## src/rtl/serial_adder_pkg.sv

```systemverilog
// Shared definitions for the bit-serial adder: FSM encoding and width limit.
package serial_adder_pkg;

  typedef enum logic [1:0] {
    ST_IDLE = 2'd0,
    ST_RUN  = 2'd1,
    ST_DONE = 2'd2
  } state_e;

  localparam int WIDTH_MAX = 32;

endpackage

```

## src/rtl/serial_adder_if.sv

```systemverilog
// Start/busy/done handshake and operand/result bus of the serial adder.
// The sub request line exists only when SERIAL_ADDER_SUB_EN is defined.
interface serial_adder_if #(
  parameter int WIDTH = 4
);
  logic             start;
  logic [WIDTH-1:0] a;
  logic [WIDTH-1:0] b;
`ifdef SERIAL_ADDER_SUB_EN
  logic             sub;
`endif
  logic             busy;
  logic             done;
  logic [WIDTH-1:0] sum;
  logic             cout;

`ifdef SERIAL_ADDER_SUB_EN
  modport master (output start, a, b, sub, input busy, done, sum, cout);
  modport slave  (input start, a, b, sub, output busy, done, sum, cout);
`else
  modport master (output start, a, b, input busy, done, sum, cout);
  modport slave  (input start, a, b, output busy, done, sum, cout);
`endif

endinterface

```

## src/rtl/serial_adder_full_adder_cell.sv

```systemverilog
// One-bit combinational full adder; the serial adder reuses it every cycle.
module full_adder_cell (
  input  logic a_i,
  input  logic b_i,
  input  logic cin_i,
  output logic s_o,
  output logic cout_o
);

  assign s_o    = a_i ^ b_i ^ cin_i;
  assign cout_o = (a_i & b_i) | (cin_i & (a_i ^ b_i));

endmodule

```

## src/rtl/serial_adder.sv

```systemverilog
// Bit-serial WIDTH-bit adder, LSB first, one bit per clock through a single full-adder cell.
// Optional feature macro: SERIAL_ADDER_SUB_EN (adds a - b via the sub request line).
module serial_adder
  import serial_adder_pkg::*;
#(
  parameter int WIDTH = 4
) (
  input  logic          clk,
  input  logic          rst,
  serial_adder_if.slave bus
);

  localparam int              CNT_W    = $clog2(WIDTH + 1);
  localparam logic [CNT_W-1:0] CNT_LAST = CNT_W'(WIDTH - 1);
  localparam logic [CNT_W-1:0] CNT_ONE  = CNT_W'(1);

  state_e           state_q;
  logic [WIDTH-1:0] a_q;
  logic [WIDTH-1:0] b_q;
  logic [WIDTH-1:0] acc_q;
  logic [WIDTH-1:0] sum_q;
  logic [CNT_W-1:0] cnt_q;
  logic             carry_q;
  logic             busy_q;
  logic             done_q;
  logic             cout_q;

  logic [WIDTH-1:0] acc_d;
  logic [WIDTH-1:0] b_load_d;
  logic [CNT_W-1:0] cnt_d;
  logic             carry_load_d;
  logic             fa_s;
  logic             fa_c;

  full_adder_cell u_fa (
    .a_i    (a_q[0]),
    .b_i    (b_q[0]),
    .cin_i  (carry_q),
    .s_o    (fa_s),
    .cout_o (fa_c)
  );

  // Next values: sum shift register takes the new bit at the top; operand B and carry seed at accept.
  always_comb begin
    acc_d            = acc_q >> 1'b1;
    acc_d[WIDTH-1]   = fa_s;
    cnt_d            = cnt_q + CNT_ONE;
`ifdef SERIAL_ADDER_SUB_EN
    // Two's complement subtract: invert B and inject a carry of one.
    b_load_d         = bus.sub ? ~bus.b : bus.b;
    carry_load_d     = bus.sub;
`else
    b_load_d         = bus.b;
    carry_load_d     = 1'b0;
`endif
  end

  // Control FSM with all datapath and output registers.
  always_ff @(posedge clk or posedge rst) begin
    if (rst) begin
      state_q <= ST_IDLE;
      a_q     <= {WIDTH{1'b0}};
      b_q     <= {WIDTH{1'b0}};
      acc_q   <= {WIDTH{1'b0}};
      sum_q   <= {WIDTH{1'b0}};
      cnt_q   <= {CNT_W{1'b0}};
      carry_q <= 1'b0;
      busy_q  <= 1'b0;
      done_q  <= 1'b0;
      cout_q  <= 1'b0;
    end else begin
      case (state_q)
        ST_IDLE, ST_DONE: begin
          done_q <= 1'b0;
          if (bus.start) begin
            a_q     <= bus.a;
            b_q     <= b_load_d;
            carry_q <= carry_load_d;
            cnt_q   <= {CNT_W{1'b0}};
            busy_q  <= 1'b1;
            state_q <= ST_RUN;
          end else begin
            state_q <= ST_IDLE;
          end
        end
        ST_RUN: begin
          carry_q <= fa_c;
          a_q     <= a_q >> 1'b1;
          b_q     <= b_q >> 1'b1;
          acc_q   <= acc_d;
          cnt_q   <= cnt_d;
          // The visible sum only changes here, on the final bit.
          if (cnt_q == CNT_LAST) begin
            sum_q   <= acc_d;
            cout_q  <= fa_c;
            busy_q  <= 1'b0;
            done_q  <= 1'b1;
            state_q <= ST_DONE;
          end else begin
            state_q <= ST_RUN;
          end
        end
        default: begin
          busy_q  <= 1'b0;
          done_q  <= 1'b0;
          state_q <= ST_IDLE;
        end
      endcase
    end
  end

  assign bus.busy = busy_q;
  assign bus.done = done_q;
  assign bus.sum  = sum_q;
  assign bus.cout = cout_q;

endmodule

```

## src/flat_wrapper.sv

```systemverilog
// flat-port wrapper written by rule: the top's interface ports become plain ports
module serial_adder_flat import serial_adder_pkg::*;
#(
  parameter int WIDTH = 4
)
  (clk, rst, bus_start, bus_a, bus_b, bus_busy, bus_done, bus_sum, bus_cout);
  serial_adder_if #(.WIDTH(WIDTH)) bus_i ();
  input  logic clk;
  input  logic rst;
  input wire logic [$bits(bus_i.start)-1:0] bus_start;
  input wire logic [$bits(bus_i.a)-1:0] bus_a;
  input wire logic [$bits(bus_i.b)-1:0] bus_b;
  output wire logic [$bits(bus_i.busy)-1:0] bus_busy;
  output wire logic [$bits(bus_i.done)-1:0] bus_done;
  output wire logic [$bits(bus_i.sum)-1:0] bus_sum;
  output wire logic [$bits(bus_i.cout)-1:0] bus_cout;
  assign bus_i.start = bus_start;
  assign bus_i.a = bus_a;
  assign bus_i.b = bus_b;
  assign bus_busy = bus_i.busy;
  assign bus_done = bus_i.done;
  assign bus_sum = bus_i.sum;
  assign bus_cout = bus_i.cout;
  serial_adder #(.WIDTH(WIDTH)) u_core (.clk(clk), .rst(rst), .bus(bus_i));
endmodule
```

## config.mk

```make
export PLATFORM = sky130hd
export DESIGN_NAME = serial_adder_flat
export DESIGN_NICKNAME = d
export VERILOG_FILES = /design/src/rtl/serial_adder_pkg.sv /design/src/rtl/serial_adder_if.sv /design/src/rtl/serial_adder_full_adder_cell.sv /design/src/rtl/serial_adder.sv /design/src/flat_wrapper.sv
export SDC_FILE = /design/constraint.sdc
export NUM_CORES = 1
export LEC_CHECK = 0
export ABC_AREA = 0
export CAP_MARGIN = 20
export CORE_MARGIN = 2
export CORE_UTILIZATION = 55
export DETAILED_ROUTE_END_ITERATION = 10
export PLACE_DENSITY = 0.82
export SLEW_MARGIN = 20
export SYNTH_ARGS = -nofsm -noshare
export SYNTH_HDL_FRONTEND = slang
export SYNTH_SLANG_ARGS = --single-unit
export TNS_END_PERCENT = 100
```

## constraint.sdc

```tcl
create_clock -name clk -period 4 [get_ports clk]
set_clock_uncertainty 0.1 [all_clocks]
set_input_delay 0.8 -clock clk [delete_from_list [all_inputs] [get_ports clk]]
set_output_delay 0.8 -clock clk [all_outputs]
set_load 0.05 [all_outputs]
```

==> out/metrics.cfg <==
[critical_path]
startpoint_type = flip-flop
rr_worst_depth = 3
worst_path_max_delay_cell = clkdlybuf4s50_1
max_stage_delay_ns = 0.80
cp_top_family = buffers and inverters
crit_type = reg -> out
worst-path-max-fanout = 2
path_cells = clkdlybuf4s50_1
crit_buf_inv = 1
arrival_ns = 1.50
cp.depth = 1
end_kind = output pin
critPathRequiredTime_ns = 3.10

[cts]
clk_latency_ns = 0.32
post_cts_resized = 0
htree_num_levels = 1
cts_hold_buf = 0
cts.sinks = 24
cts.path.max_buffers = 2
cts_buffers = 3
post_cts_buffers = 0
cts.clk_slew.worst_paths_ns = 0.13
cts_root_buf = clkbuf_4
cts_tree = done

[timing]
finalCriticalPeriod_ns = 2.40
finalHoldViolCount = 0
tightest_slew_ns = 0.884
rsz0062_at_grt = no
setup_violations = 0
finalSetupTns_ns = 0
slew_headroom = 0.410
fmax_mhz = 417
slew_viol_final = 0
fin_crit_sh = 0.600

[layout]
antenna_cells = 0
final_util = 0.695
drive_gt1_frac = 0.121
areaGrowthSynthToFinish_pct = 21.1
stdcell_count = 134
final_nets = 122

[placement]
dpl.cell_count = 130
dp_hpwl_um = 1420
gp_congestion = 0.736
io_buffers = 17

[min_path]
hold_path.class = reg -> reg
holdPathStages = 1

[synthesis]
synth_top_area_frac = 0.544
syn-num-nets = 104
synth.distinct_cells = 25
synthTopCellsByCount = dfrtp_1 (24), nand2_1 (9)
netlist_area_um2 = 1100
synth_top_family_by_area = multiplexers
avgSynthCellArea_um2 = 12.3
synth_compound_area_frac = 0.126
syn_inst = 90
yosys-mux-area-fraction = 0.143
synth-simple-area-share = 0.115
synth_seq_cells = 24
synthFlopType = dfrtp_1
synth_edf_count = 0
synth_fa_ha_area_frac = 0.0408
synthArstFlopShare = 1.00
yosysMostFrequentCell = dfrtp_1
synth_xor_area_frac = 0
yosysTopAreaCell = dfrtp_1
synth.area.top_cells = dfrtp_1 (54%), mux2_4 (6.8%), mux2i_1 (5.4%), a211oi_1 (4.1%), nor2b_1 (3.4%)
ys_seq_area_frac = 0.544
yosys_warnings = 0

[drt]
drt-initial-drc-count = 6
via_per_inst = 5.41
routedWlPerCell_um = 14.5
drtPass1Iterations = 4
drc_errors = 0
wirelength_um = 1940
ant_nets = 0
vias = 725

[global_routing]
grtUsageMet3 = 0.0276
use_met1 = 0.257
antenna_found_initial = 0
grt_use_total = 0.192
overflow = 0
busiest_layer = met2
grt_use_met2 = 0.306
grt_pass1_wl_um = 3450
grt_max_degree = 25
grt_pass1_vias = 741

[outcome]
status = finished, final reports clean

[die]
rows = 16
dieArea_um2 = 2380
fp.dieW_um = 48.8
io_pins = 18
chipHeight_um = 48.8
core_um2 = 1920
initial_utilization = 0.574

[power_and_ir_drop]
p_per_area_nw_per_um2 = 878
power_mw = 1.17
vdd_drop_max_uv = 495
power.leakage_nw = 0.608

[job]
maxCapViolCount = 0

==> layout make-up <==
cell class	instances	area [µm²]
Tap cell	27	33.8
Fill cell	154	586
Sequential cell	24	601
Inverter	3	11.3
Clock buffer	3	22.5
Timing Repair Buffer	17	170
Multi-Input combinational cell	59	468
Clock inverter	1	30.0
==> state kept, by name, indices dropped and copies added, names as in the netlist <==
| name | flops |
|---|---|
| u_core.bus.cout | 1 |
| u_core.acc_q | 3 |
| u_core.bus.sum | 4 |
| u_core.cnt_q | 3 |
| u_core.a_q | 4 |
| u_core.state_q | 2 |
| u_core.carry_q | 1 |
| u_core.b_q | 4 |
| u_core.bus.done | 1 |
| u_core.bus.busy | 1 |
==> cell usage in the layout (no fill, tap or decap) <==
cell	count
fa_1	1
mux2_1	1
a21oi_1	6
inv_1	3
mux2i_1	6
nor2b_1	6
mux2_2	1
bufinv_16	1
mux2_4	5
o21ai_0	1
o2bb2ai_1	1
clkbuf_4	3
nand2_1	9
ha_1	2
o21bai_1	1
nand2_4	1
nor2b_4	1
nand2b_1	1
a22o_1	4
clkdlybuf4s50_1	17
a211oi_1	6
nor2b_2	1
nor2_1	4
a21o_1	1
dfrtp_1	24
==> kinds of logic (layout without fill, tap and decap cells) <==
group / after synthesis / in the layout
AND/OR/NAND/NOR: 23 / 23
adder cells (fa/ha/maj): 3 / 3
multiplexers: 13 / 13
AO/OA/AOI/OAI: 20 / 20
flip-flops: 24 / 24
buffers and inverters: 7 / 24
==> per-stage QoR <==
stage | hold WS (ns) | cell area [µm²] | setup WS, ns
after global routing | 0.429 | 1340 | 1.53
after floorplan | 0.346 | 1100 | 2.44
after global placement | 0.358 | 1280 | 1.57
final | 0.406 | 1340 | 1.60
after detailed placement | 0.371 | 1280 | 1.50
after CTS | 0.402 | 1340 | 1.59
==> power by group <==
group	internal (mW)	leakage, nW	switching, mW
combinational	0.249	0.285	0.282
sequential	0.357	0.295	0.110
clock	0.101	0.0279	0.0732
==> worst paths after layout <==
path / startpoint / end / slack (ns)
min in group asynchronous: rst / u_core.bus.cout$_DFFE_PP0P_ / 0.85
min reg2reg: u_core.bus.busy$_DFFE_PP0P_ / u_core.bus.busy$_DFFE_PP0P_ / 0.41
min: u_core.bus.busy$_DFFE_PP0P_ / u_core.bus.busy$_DFFE_PP0P_ / 0.41
max in group asynchronous: rst / u_core.b_q[1]$_DFFE_PP0P_ / 2.41
max: u_core.bus.busy$_DFFE_PP0P_ / bus_busy / 1.60
max reg2reg: u_core.state_q[0]$_DFF_PP0_ / u_core.bus.sum[3]$_DFFE_PP0P_ / 2.28
==> layer usage <==
| metal | vias up | part of all wire |
|---|---|---|
| met4 | 0 | 0.023 |
| met2 | 22 | 0.49 |
| met3 | 5 | 0.036 |
| li1 | 347 | - |
| met1 | 351 | 0.45 |
| met5 | - | 0 |
No activity file was read; power rests on OpenSTA's default activity.
